<file path="src/rtl/elastic_buffer_read_ctrl.sv">
// Read-side controller for the RX elastic buffer: SKIP add/drop ppm compensation and under/overflow flags.
// Optional macro ELASTIC_BUFFER_RECENTER_EN re-centres the read pointer after an under/overflow pulse.
module elastic_buffer_read_ctrl #(
    parameter int DATA_WIDTH = 10,
    parameter int ADDRESS_WIDTH = 4,
    parameter logic [DATA_WIDTH-1:0] COMMA_SYMBOL = 10'h1BC,
    parameter logic [DATA_WIDTH-1:0] SKIP_SYMBOL = 10'h1A1,
    parameter int ADD_THRESHOLD = 5,
    parameter int DROP_THRESHOLD = 11,
    parameter int START_DELAY = 7
) (
    input  logic                     local_clock,
    input  logic                     local_reset,
    input  logic [ADDRESS_WIDTH:0]   write_pointer_sync,
    input  logic [DATA_WIDTH-1:0]    rd_data,
    input  logic [DATA_WIDTH-1:0]    rd_data_next,
    output logic [ADDRESS_WIDTH-1:0] read_address,
    output logic [ADDRESS_WIDTH-1:0] read_address_next,
    output logic [ADDRESS_WIDTH:0]   read_pointer_async,
    output logic [DATA_WIDTH-1:0]    data_out,
    output logic                     data_valid,
    output logic [ADDRESS_WIDTH:0]   fill_level,
    output logic                     skip_added,
    output logic                     skip_deleted,
    output logic                     underflow,
    output logic                     overflow
);

    localparam int PW = ADDRESS_WIDTH + 1;
    localparam logic [ADDRESS_WIDTH:0] DEPTH_LEVEL = {1'b1, {ADDRESS_WIDTH{1'b0}}};
    localparam logic [ADDRESS_WIDTH:0] HALF_DEPTH = {2'b01, {(ADDRESS_WIDTH-1){1'b0}}};
    localparam logic [ADDRESS_WIDTH:0] ADD_LEVEL = PW'(ADD_THRESHOLD);
    localparam logic [ADDRESS_WIDTH:0] DROP_LEVEL = PW'(DROP_THRESHOLD);
    localparam logic [7:0] START_COUNT = 8'(START_DELAY);

    typedef enum logic [1:0] {
        START,
        WAIT_COMMA,
        COMMA_SEEN,
        POST_ADD
    } state_t;

    state_t                   state;
    state_t                   state_next;
    logic [7:0]               counter;
    logic [7:0]               counter_next;
    logic [ADDRESS_WIDTH:0]   pointer_next;
    logic [DATA_WIDTH-1:0]    data_out_next;
    logic                     data_valid_next;
    logic                     skip_added_next;
    logic                     skip_deleted_next;
    logic                     underflow_next;
    logic                     overflow_next;
    logic                     advance;
    logic                     is_skip;
    logic                     add_ok;
    logic                     drop_ok;

    assign read_address      = read_pointer_async[ADDRESS_WIDTH-1:0];
    assign read_address_next = read_address + ADDRESS_WIDTH'(1);

    // Decisions use the registered fill level, one cycle stale by design.
    assign is_skip = (rd_data == SKIP_SYMBOL);
    assign add_ok  = (fill_level <= ADD_LEVEL);
    assign drop_ok = (fill_level >= DROP_LEVEL);

    always_comb begin
        state_next        = state;
        counter_next      = counter;
        pointer_next      = read_pointer_async;
        data_out_next     = data_out;
        data_valid_next   = data_valid;
        skip_added_next   = 1'b0;
        skip_deleted_next = 1'b0;
        advance           = 1'b0;

        case (state)
            START: begin
                counter_next = counter + 8'd1;
                if (counter + 8'd1 == START_COUNT) begin
                    data_valid_next = 1'b1;
                    state_next      = WAIT_COMMA;
                end
            end
            WAIT_COMMA: begin
                data_out_next = rd_data;
                pointer_next  = read_pointer_async + PW'(1);
                advance       = 1'b1;
                if (rd_data == COMMA_SYMBOL) begin
                    state_next = COMMA_SEEN;
                end
            end
            COMMA_SEEN: begin
                // Holding the pointer replays the SKIP; skipping two consumes it.
                if (is_skip && add_ok) begin
                    data_out_next   = SKIP_SYMBOL;
                    skip_added_next = 1'b1;
                    state_next      = POST_ADD;
                end else if (is_skip && drop_ok) begin
                    data_out_next     = rd_data_next;
                    pointer_next      = read_pointer_async + PW'(2);
                    advance           = 1'b1;
                    skip_deleted_next = 1'b1;
                    state_next        = WAIT_COMMA;
                end else begin
                    data_out_next = rd_data;
                    pointer_next  = read_pointer_async + PW'(1);
                    advance       = 1'b1;
                    state_next    = WAIT_COMMA;
                end
            end
            POST_ADD: begin
                data_out_next = rd_data;
                pointer_next  = read_pointer_async + PW'(1);
                advance       = 1'b1;
                state_next    = WAIT_COMMA;
            end
            default: begin
                state_next = START;
            end
        endcase

`ifdef ELASTIC_BUFFER_RECENTER_EN
        if (underflow || overflow) begin
            pointer_next      = write_pointer_sync - HALF_DEPTH;
            data_out_next     = data_out;
            data_valid_next   = 1'b0;
            counter_next      = 8'd0;
            skip_added_next   = 1'b0;
            skip_deleted_next = 1'b0;
            advance           = 1'b0;
            state_next        = START;
        end
`else
        // Without re-centring the flags are informational and the pointer free-runs.
        if (HALF_DEPTH == '0) begin
            pointer_next = read_pointer_async;
        end
`endif

        underflow_next = advance && (fill_level == '0);
        overflow_next  = (fill_level >= DEPTH_LEVEL);
    end

    always_ff @(posedge local_clock or negedge local_reset) begin
        if (!local_reset) begin
            state              <= START;
            counter            <= 8'd0;
            read_pointer_async <= '0;
            data_out           <= '0;
            data_valid         <= 1'b0;
            fill_level         <= '0;
            skip_added         <= 1'b0;
            skip_deleted       <= 1'b0;
            underflow          <= 1'b0;
            overflow           <= 1'b0;
        end else begin
            state              <= state_next;
            counter            <= counter_next;
            read_pointer_async <= pointer_next;
            data_out           <= data_out_next;
            data_valid         <= data_valid_next;
            fill_level         <= write_pointer_sync - read_pointer_async;
            skip_added         <= skip_added_next;
            skip_deleted       <= skip_deleted_next;
            underflow          <= underflow_next;
            overflow           <= overflow_next;
        end
    end

endmodule

</file>
<file path="config.mk">
export PLATFORM = sky130hd
export DESIGN_NAME = elastic_buffer_read_ctrl
export DESIGN_NICKNAME = d
export VERILOG_FILES = /design/src/rtl/elastic_buffer_read_ctrl.sv
export SDC_FILE = /design/constraint.sdc
export NUM_CORES = 1
export LEC_CHECK = 0
export ABC_AREA = 1
export BUFFER_PORTS_ARGS = -buffer_cell sky130_fd_sc_hd__buf_2
export CAP_MARGIN = 20
export CORE_MARGIN = 1
export CORE_UTILIZATION = 40
export CTS_BUF_LIST = sky130_fd_sc_hd__clkbuf_4 sky130_fd_sc_hd__clkbuf_8
export CTS_CLUSTER_DIAMETER = 200
export CTS_CLUSTER_SIZE = 30
export DETAILED_ROUTE_END_ITERATION = 16
export PLACE_DENSITY = 0.6
export SYNTH_ARGS = -nofsm -noshare
export SYNTH_HDL_FRONTEND = slang
export SYNTH_SLANG_ARGS = --single-unit
export TNS_END_PERCENT = 50
</file>
<file path="constraint.sdc">
create_clock -name local_clock -period 4.9 [get_ports local_clock]
set_clock_uncertainty 0.05 [all_clocks]
set_input_delay 0.98 -clock local_clock [delete_from_list [all_inputs] [get_ports local_clock]]
set_output_delay 0.98 -clock local_clock [all_outputs]
set_load 0.005 [all_outputs]
</file>
==> results of run 1 <==
## cells in the mapped netlist (all sizes together)
master   n  area [µm²]
nand4    8        50.1
dfrtp   35         876
nand3   30         163
a21oi    3        18.8
nor2    18        72.6
xnor2    3        26.3
nor4     1        6.26
buf      7        57.6
o31ai    1        7.51
a21boi   1        7.51
o21ai   13        68.8
clkinv   1        3.75
nor3     1        5.00
and2     1        6.26
nand2   93         349
or2      3        18.8
clkbuf   2        7.51
ha      14         175
xor2     7        61.3
fa       1        20.0
o21bai   2        15.0
inv     53         199
a31oi    1        6.26
## cell families (layout without fill, tap and decap cells)
group	Yosys count	after routing
DFF	35	35
buffers and inverters	63	121
adders and majority gates	15	15
and+or+nand+nor	155	155
AOI/OAI and AO/OA	21	21
xor gates and xnor gates	10	10
## report_power, final
part	total (mW)	leakage, nW	switching (mW)	internal [mW]
combinational	0.728	1.01	0.428	0.300
sequential	0.531	0.425	0.119	0.412
clock	0.237	0.0549	0.103	0.134
total	1.50	1.49	0.650	0.846
## metrics by stage
step                      worst slack, ns  utilization, %  std cells  power (mW)
final                                2.27            50.5        427        1.50
after global routing                 2.13            50.5        427        1.66
after CTS                            2.24            50.5        427        1.52
after detailed placement             2.38            48.5        419        1.28
after global placement               2.44            48.5        419        1.27
after floorplan                      2.81               -        299        1.03
## state kept, by name, summed over array words and instances (netlist names)
| signal | count |
|---|---|
| counter | 8 |
| data_out | 10 |
| data_valid | 1 |
| fill_level | 5 |
| overflow | 1 |
| read_pointer_async | 5 |
| skip_added | 1 |
| skip_deleted | 1 |
| state | 2 |
| underflow | 1 |
## cells in the final DEF, fill, tap and decap left out, types with 2 or more instances in the layout
cell / n
nor2_2: 2
xnor2_1: 3
inv_1: 52
or2_2: 3
nand3_1: 29
ha_1: 14
o21bai_1: 2
nand2_1: 93
o21ai_0: 12
dfrtp_1: 35
a21oi_1: 2
clkbuf_8: 7
nand4_1: 8
nor2_1: 16
xor2_1: 7
buf_2: 59
## layer usage
metal / track usage [%] / part of all wire (%) / vias up / wire length, µm
li1: - / - / 1030 / -
met1: 23.1 / 47 / 904 / 2260
met2: 30.3 / 47 / 50 / 2270
met3: 3.83 / 3.8 / 11 / 184
met4: 7.69 / 1.9 / 0 / 90
met5: 0 / 0 / - / 0
## layout make-up
type                    instances  area, µm²  area share (%)
flip-flops and latches         35        876            33.1
inverters                      54        203            7.67
clock buffers                   8        104            3.93
multi-input cells             201       1080            40.8
well taps                      70       87.6            3.31
repair buffers                 59        295            11.2
## path summary, 6_finish.rpt
kind | depth (start not counted) | startpoint | end | slack, ns
min in group asynchronous | 1 | local_reset | counter[2] | 0.72
max | 4 | read_pointer_async[1] | read_address_next[3] | 2.27
min reg2reg | 0 | fill_level[4] | overflow | 0.42
max reg2reg | 8 | state[1] | data_out[2] | 2.97
min | 0 | fill_level[4] | overflow | 0.42
max in group asynchronous | 1 | local_reset | skip_deleted | 3.58
==> flow_metrics.py, run 1 <==
metrics = {
    "sta": {
        "hold_viol_final": 0,
        "setup_violations": 0,
        "grt_setup_unrepaired": "false",
        "holdWs_ns": 0.418,
        "slew_violations": 0,
        "max_freq_mhz": 381,
        "tightest_slew_ns": 0.794,
        "fin_tns_setup_ns": 0,
        "maxSlewHeadroom_pct": 47.0,
        "period_needed_ns": 2.63,
        "period_share_pct": 53.6,
    },
    "final_layout": {
        "num-fill-cells": 544,
        "antennaDiodeCount": 0,
        "syn2layout_area_growth_pct": 19.0,
        "num-nets-final": 398,
        "fin_area_um2": 2640,
        "drive_gt1_share_pct": 21.3,
    },
    "yosys": {
        "yosys_warnings": 0,
        "synth_area_um2": 2220,
        "synth_simple_gate_area_share_pct": 30.2,
        "synthMuxAreaShare_pct": 0,
        "syn_nets": 341,
        "ys_types": 30,
        "syn_inst": 299,
        "synth_fa_ha_area_share_pct": 8.79,
        "synth_top_family_by_area": "simple AND/OR/NAND/NOR gates",
        "ys_seq_area_share_pct": 39.4,
        "ys_ff_latch": 35,
        "syn_avg_cell_area_um2": 7.43,
        "synth_xor_area_share_pct": 3.94,
        "synth-compound-area-share_pct": 5.58,
    },
    "floorplanning": {
        "dieWidth_um": 76.5,
        "die_h_um": 76.5,
        "dieArea_um2": 5850,
        "start_util_pct": 42.4,
        "rows": 26,
        "core_area_um2": 5240,
        "ios": 60,
    },
    "detailed_routing": {
        "routed_wirelength_um": 4810,
        "drc": 0,
        "ant_nets": 0,
        "wire_per_inst_um": 11.3,
        "vias_per_cell": 4.67,
        "vias": 1995,
        "initialDrtViolationCount": 101,
        "dr.pass1.iters": 4,
    },
    "placed_design": {
        "hpwlAfterDp_um": 3700,
        "numPortBuffers": 59,
        "place_congestion": 0.909,
        "postPlaceCellArea_um2": 2540,
    },
    "worst_setup_path": {
        "path_buf_inv": 1,
        "worstPathArrival_ns": 1.60,
        "slowest_stage": "dfrtp_1",
        "worstSetupPathType": "register to output pin",
        "worstPathRequired_ns": 3.87,
        "worstSetupEndpointType": "output pin",
        "slowest_delay_ns": 0.51,
        "path_delay_family": "flip-flops",
        "cp_max_fo": 9,
        "crit_path_start_kind": "register",
        "path_cells": "ha_1, xnor2_1, o21ai_0, buf_2",
    },
    "cts": {
        "cts_tree": "done",
        "clockBufferDepth": 2,
        "cts_resized": 0,
        "clk_pin_slew_worst_paths_ns": 0.07,
        "clock_latency_ns": 0.29,
        "htreeDepth": 2,
        "clock-sinks": 35,
        "cts-buffers-inserted": 5,
        "cts_setup_buffers": 0,
        "cts.root.buffer_cell": "clkbuf_8",
        "cts_hold_buf": 0,
    },
    "power_and_ir_drop": {
        "pwr_density_cell_nw_per_um2": 566,
        "ir_worst_vdd_mv": 0.272,
        "leakage_nw": 1.49,
    },
    "run": {
        "max-cap-violations": 0,
    },
    "global_routing": {
        "antenna_found_initial": 0,
        "grt_pass1_vias": 1853,
        "track_usage_pct": 18.3,
        "grt_pass1_wl_um": 8480,
        "grt_max_degree": 36,
        "gr-total-overflow": 0,
    },
    "hold_path": {
        "holdCritPathClass": "register to register",
    },
    "run_status": {
        "outcome": "finished clean",
    },
}
Power figures use the tool's default switching activity.
==> run 2, diff against run 1 <==
--- a/config.mk
+++ b/config.mk
@@ -14,7 +14,7 @@
 export CTS_CLUSTER_DIAMETER = 200
 export CTS_CLUSTER_SIZE = 30
 export DETAILED_ROUTE_END_ITERATION = 16
-export PLACE_DENSITY = 0.6
+export PLACE_DENSITY = 0.62
 export SYNTH_ARGS = -nofsm -noshare
 export SYNTH_HDL_FRONTEND = slang
 export SYNTH_SLANG_ARGS = --single-unit
==> constraint.sdc (replaced) <==
create_clock -name local_clock -period 2.3 [get_ports local_clock]
set_clock_uncertainty 0.05 [all_clocks]
set_input_delay 0.46 -clock local_clock [delete_from_list [all_inputs] [get_ports local_clock]]
set_output_delay 0.46 -clock local_clock [all_outputs]
set_load 0.005 [all_outputs]
==> run 2 against run 1 <==
Total power rose by 110%. Sequential power increased by 110%. Highest routed layer unchanged. Largest power group unchanged. Utilization is 0.14 points higher. Critical endpoint unchanged. Critical path depth is the same.
==> flow_metrics.py, run 2 (synthesis gave the netlist of run 1 again) <==
metrics = {
    "sta": {
        "tightest_slew_ns": 0.769,
        "setup_violations": 0,
        "period_needed_ns": 2.06,
        "holdWs_ns": 0.201,
        "grt_setup_unrepaired": "false",
        "fin_tns_setup_ns": 0,
        "maxSlewHeadroom_pct": 48.7,
        "slew_violations": 0,
        "period_share_pct": 89.5,
        "hold_viol_final": 0,
        "max_freq_mhz": 486,
    },
    "global_routing": {
        "grt_max_degree": 36,
        "grt_pass1_wl_um": 8110,
        "gr-total-overflow": 0,
        "use_met1_pct": 22.5,
        "grt_use_met2_pct": 29.2,
        "grt_pass1_vias": 1800,
        "antenna_found_initial": 0,
        "top_usage_layer": "met2",
        "grt_use_met3_pct": 4.91,
        "track_usage_pct": 17.5,
    },
    "floorplanning": {
        "rows": 26,
        "dieArea_um2": 5850,
        "die_h_um": 76.5,
        "start_util_pct": 42.4,
        "core_area_um2": 5240,
        "dieWidth_um": 76.5,
        "ios": 60,
    },
    "worst_setup_path": {
        "worstPathRequired_ns": 1.79,
        "worstPathArrival_ns": 1.55,
        "rr_endpoint": "data_out[6]",
        "r2r-start": "state[1]",
        "worstSetupPathType": "register to output pin",
        "crit_path_start_kind": "register",
        "r2r_setup_slack_ns": 0.37,
        "cp_max_fo": 9,
        "worstSetupEndpointType": "output pin",
        "r2r_cells": 8,
    },
    "final_layout": {
        "top_register": "data_out",
        "multi_input_area_um2": 1080,
        "final_common_cell": "nand2_1",
        "syn2layout_area_growth_pct": 19.3,
        "antennaDiodeCount": 0,
        "seq_area_um2": 876,
        "largest_reg_flops": 10,
        "drive_gt1_share_pct": 21.5,
        "num-fill-cells": 538,
        "final_cell_mix": "nand2_1, buf_2, inv_1, dfrtp_1, nand3_1",
        "num-nets-final": 399,
        "reg_top3": "data_out x10, counter x8",
    },
    "cts": {
        "clk_pin_slew_worst_paths_ns": 0.07,
        "cts_tree": "done",
        "cts.root.buffer_cell": "clkbuf_8",
        "cts_hold_buf": 0,
        "cts_setup_buffers": 0,
        "htreeDepth": 2,
        "clockBufferDepth": 2,
        "clock-sinks": 35,
        "cts_resized": 0,
        "clock_latency_ns": 0.28,
        "cts-buffers-inserted": 5,
    },
    "run_status": {
        "outcome": "finished clean",
    },
    "detailed_routing": {
        "initialDrtViolationCount": 85,
        "vias_per_cell": 4.63,
        "dr.pass1.iters": 4,
        "drc": 0,
        "routed_wirelength_um": 4730,
        "vias": 1983,
        "ant_nets": 0,
        "wire_per_inst_um": 11.1,
    },
    "hold_path": {
        "holdCritPathClass": "input pin to async pin",
    },
    "placed_design": {
        "numPortBuffers": 59,
        "place_congestion": 0.860,
        "hpwlAfterDp_um": 3720,
    },
    "power_and_ir_drop": {
        "leakage_nw": 1.50,
        "pwr_density_cell_nw_per_um2": 1200,
        "ir_worst_vdd_mv": 0.727,
    },
    "run": {
        "max-cap-violations": 0,
    },
}
-- run 2: critical path, stage by stage, from the launching register on --
cell     delay [ns]
dfrtp_1        0.50
ha_1           0.26
xnor2_1        0.14
o21ai_0        0.21
buf_2          0.15
-- run 2: routing by layer --
metal	routed length (µm)	share of wire [%]
met5	0	0
met4	51	1.1
met3	210	4.4
met2	2220	47
met1	2250	48
-- run 2: worst max-delay path by stage --
stage | from | end | slack [ns] | depth (start not counted)
floorplan | state[1] | read_pointer_async[1] | 0.70 | 8
global placement | rd_data[6] | data_out[6] | 0.35 | 10
detailed placement | rd_data[6] | data_out[6] | 0.30 | 10
CTS | read_pointer_async[1] | read_address_next[3] | 0.23 | 4
global route | read_pointer_async[1] | read_address_next[3] | 0.13 | 4
finish | read_pointer_async[1] | read_address_next[3] | 0.24 | 4
-- run 2: final cells by class --
cell class	instances	share of cell area [%]
multi-input combinational	201	40.7
sequential	35	33.1
timing repair buffer	60	11.4
inverter	54	7.65
clock buffer	8	3.92
tap	70	3.31
-- run 2: report_power, final --
group | leakage, nW | total [mW] | switching, mW | internal, mW
logic | 1.02 | 1.56 | 0.914 | 0.649
clock network | 0.0549 | 0.499 | 0.214 | 0.285
registers | 0.425 | 1.13 | 0.254 | 0.877
total | 1.50 | 3.19 | 1.38 | 1.81
-- run 2: per-stage QoR --
stage / setup WS [ns] / std cells / total power [mW] / utilization [%] / cell area, µm²
final: 0.243 / 428 / 3.19 / 50.6 / 2650
after floorplan: 0.699 / 299 / 2.19 / - / 2220
after CTS: 0.230 / 428 / 3.24 / 50.6 / 2650
after global routing: 0.128 / 428 / 3.53 / 50.6 / 2650
after global placement: 0.351 / 420 / 2.70 / 48.6 / 2550
after detailed placement: 0.298 / 420 / 2.73 / 48.6 / 2550
==> run 3, diff against run 2 <==
--- a/config.mk
+++ b/config.mk
@@ -14,6 +14,7 @@
 export CTS_CLUSTER_DIAMETER = 200
 export CTS_CLUSTER_SIZE = 30
 export DETAILED_ROUTE_END_ITERATION = 16
+export HOLD_SLACK_MARGIN = 0.15
 export PLACE_DENSITY = 0.62
 export SYNTH_ARGS = -nofsm -noshare
 export SYNTH_HDL_FRONTEND = slang
==> constraint.sdc (replaced) <==
create_clock -name local_clock -period 1.78 [get_ports local_clock]
set_clock_uncertainty 0.05 [all_clocks]
set_input_delay 0 -clock local_clock [delete_from_list [all_inputs] [get_ports local_clock]]
set_output_delay 0 -clock local_clock [all_outputs]
set_load 0.005 [all_outputs]
==> run 3 against run 2 <==
Critical path depth is 5 higher. Clock power increased by 16%. Wire length rose by 14%. Die area unchanged. Critical path type is now register to register. Largest cell class unchanged. Highest routed layer unchanged.
==> flow_metrics.py, run 3 (synthesis gave the netlist of run 1 again) <==
metrics = {
    "run_status": {
        "outcome": "finished clean",
    },
    "final_layout": {
        "final_cell_mix": "nand2_1, buf_2, inv_1, dfrtp_1, nand3_1",
        "syn2layout_area_growth_pct": 36.2,
        "num-fill-cells": 489,
        "drive_gt1_share_pct": 23.7,
        "reg_top3": "data_out x10, counter x8",
        "seq_area_um2": 877,
        "final_cells": 467,
        "final_common_cell": "nand2_1",
        "top_register": "data_out",
        "num-nets-final": 439,
        "largest_reg_flops": 10,
        "multi_input_area_um2": 1100,
        "antennaDiodeCount": 0,
    },
    "hold_path": {
        "holdCritPathClass": "input pin to async pin",
    },
    "global_routing": {
        "gr-total-overflow": 0,
        "track_usage_pct": 20.0,
        "grt_pass1_wl_um": 9300,
        "grt_pass1_vias": 2050,
        "antenna_found_initial": 0,
        "grt_max_degree": 36,
    },
    "worst_setup_path": {
        "r2r_setup_slack_ns": 0.15,
        "worstSetupPathType": "register to register",
        "worstPathArrival_ns": 1.76,
        "cp_max_fo": 6,
        "worstPathRequired_ns": 1.90,
        "rr_endpoint": "data_out[2]",
        "r2r_cells": 9,
        "worstSetupEndpointType": "register",
        "r2r-start": "state[1]",
        "crit_path_start_kind": "register",
    },
    "sta": {
        "hold_viol_final": 0,
        "slew_violations": 0,
        "fin_tns_setup_ns": 0,
        "period_share_pct": 91.8,
        "period_needed_ns": 1.63,
        "grt_setup_unrepaired": "false",
        "maxSlewHeadroom_pct": 47.2,
        "max_freq_mhz": 612,
        "setup_ws_ns": 0.146,
        "setup_violations": 0,
        "tightest_slew_ns": 0.791,
    },
    "floorplanning": {
        "ios": 60,
        "dieArea_um2": 5850,
        "rows": 26,
        "dieWidth_um": 76.5,
        "core_area_um2": 5240,
        "start_util_pct": 42.4,
        "die_h_um": 76.5,
    },
    "placed_design": {
        "place_congestion": 0.834,
        "numPortBuffers": 59,
        "placed_cells": 431,
        "post-place-ws_ns": 0.0401,
        "hpwlAfterDp_um": 3780,
    },
    "cts": {
        "cts-buffers-inserted": 5,
        "clock_latency_ns": 0.28,
        "clock-sinks": 35,
        "htreeDepth": 2,
        "cts.root.buffer_cell": "clkbuf_8",
        "clockBufferDepth": 2,
        "cts_tree": "done",
        "clk_pin_slew_worst_paths_ns": 0.07,
    },
    "run": {
        "max-cap-violations": 0,
    },
    "detailed_routing": {
        "drc": 0,
        "wire_per_inst_um": 11.5,
        "dr.pass1.iters": 4,
        "vias_per_cell": 4.55,
        "ant_nets": 0,
        "initialDrtViolationCount": 61,
        "vias": 2127,
        "routed_wirelength_um": 5380,
    },
    "power_and_ir_drop": {
        "ir_worst_vdd_mv": 0.932,
        "leakage_nw": 1.66,
        "pwr_density_cell_nw_per_um2": 1430,
    },
}
run 3: layer usage:
metal | wire length, µm | track usage, %
met5 | 0 | 0
met4 | 47 | 4.62
met3 | 224 | 4.55
met2 | 2680 | 34.9
met1 | 2430 | 24.9
run 3: timing repair:
| item | 4_1_cts | 5_1_grt |
|---|---|---|
| hold buffers | 28 | 0 |
| gates resized for setup | 0 | 7 |
| hold endpoints to repair | 54 | 0 |
| setup buffers | 0 | 1 |
| setup endpoints to repair | 0 | 18 |
run 3: worst max-delay path by stage:
| stage | startpoint | end | slack (ns) | depth (start not counted) |
|---|---|---|---|---|
| 4_1_cts | state[1] | data_out[3] | 0.03 | 9 |
| 3_5_place_dp | state[1] | data_out[3] | 0.04 | 9 |
| 3_3_place_gp | state[1] | data_out[3] | 0.09 | 9 |
| 5_1_grt | counter[0] | state[0] | 0.002 | 12 |
| 6_report | state[1] | data_out[2] | 0.15 | 9 |
| 2_1_floorplan | state[1] | read_pointer_async[1] | 0.18 | 8 |
run 3: critical path, cell delays in order (launching register included):
cell     delay, ns
dfrtp_1       0.38
inv_1         0.10
ha_1          0.25
nor2_4        0.19
buf_4         0.17
nand3_1       0.08
nand2_1       0.06
inv_1         0.11
nand3_1       0.10
nand2_1       0.05
run 3: cell type report:
| class | count | share of cell area [%] |
|---|---|---|
| multi-input combinational | 201 | 36.3 |
| sequential | 35 | 29.0 |
| clock inverter | 1 | 0.165 |
| tap | 70 | 2.89 |
| inverter | 54 | 6.70 |
| clock buffer | 6 | 2.73 |
| timing repair buffer | 100 | 22.2 |
run 3: stage by stage:
step / cell area (µm²) / utilization, % / hold slack (ns) / power, mW
floorplan: 2220 / - / -0.346 / 2.83
global placement: 2630 / 50.2 / 0.0886 / 3.65
global route: 3030 / 57.8 / 0.362 / 4.79
finish: 3030 / 57.8 / 0.285 / 4.33
CTS: 3000 / 57.2 / 0.325 / 4.33
detailed placement: 2630 / 50.2 / 0.0873 / 3.69
run 3: where the power goes:
group          internal [mW]  total (mW)  switching (mW)
combinational           1.04        2.31            1.27
sequential              1.14        1.44           0.303
clock                  0.304       0.580           0.276
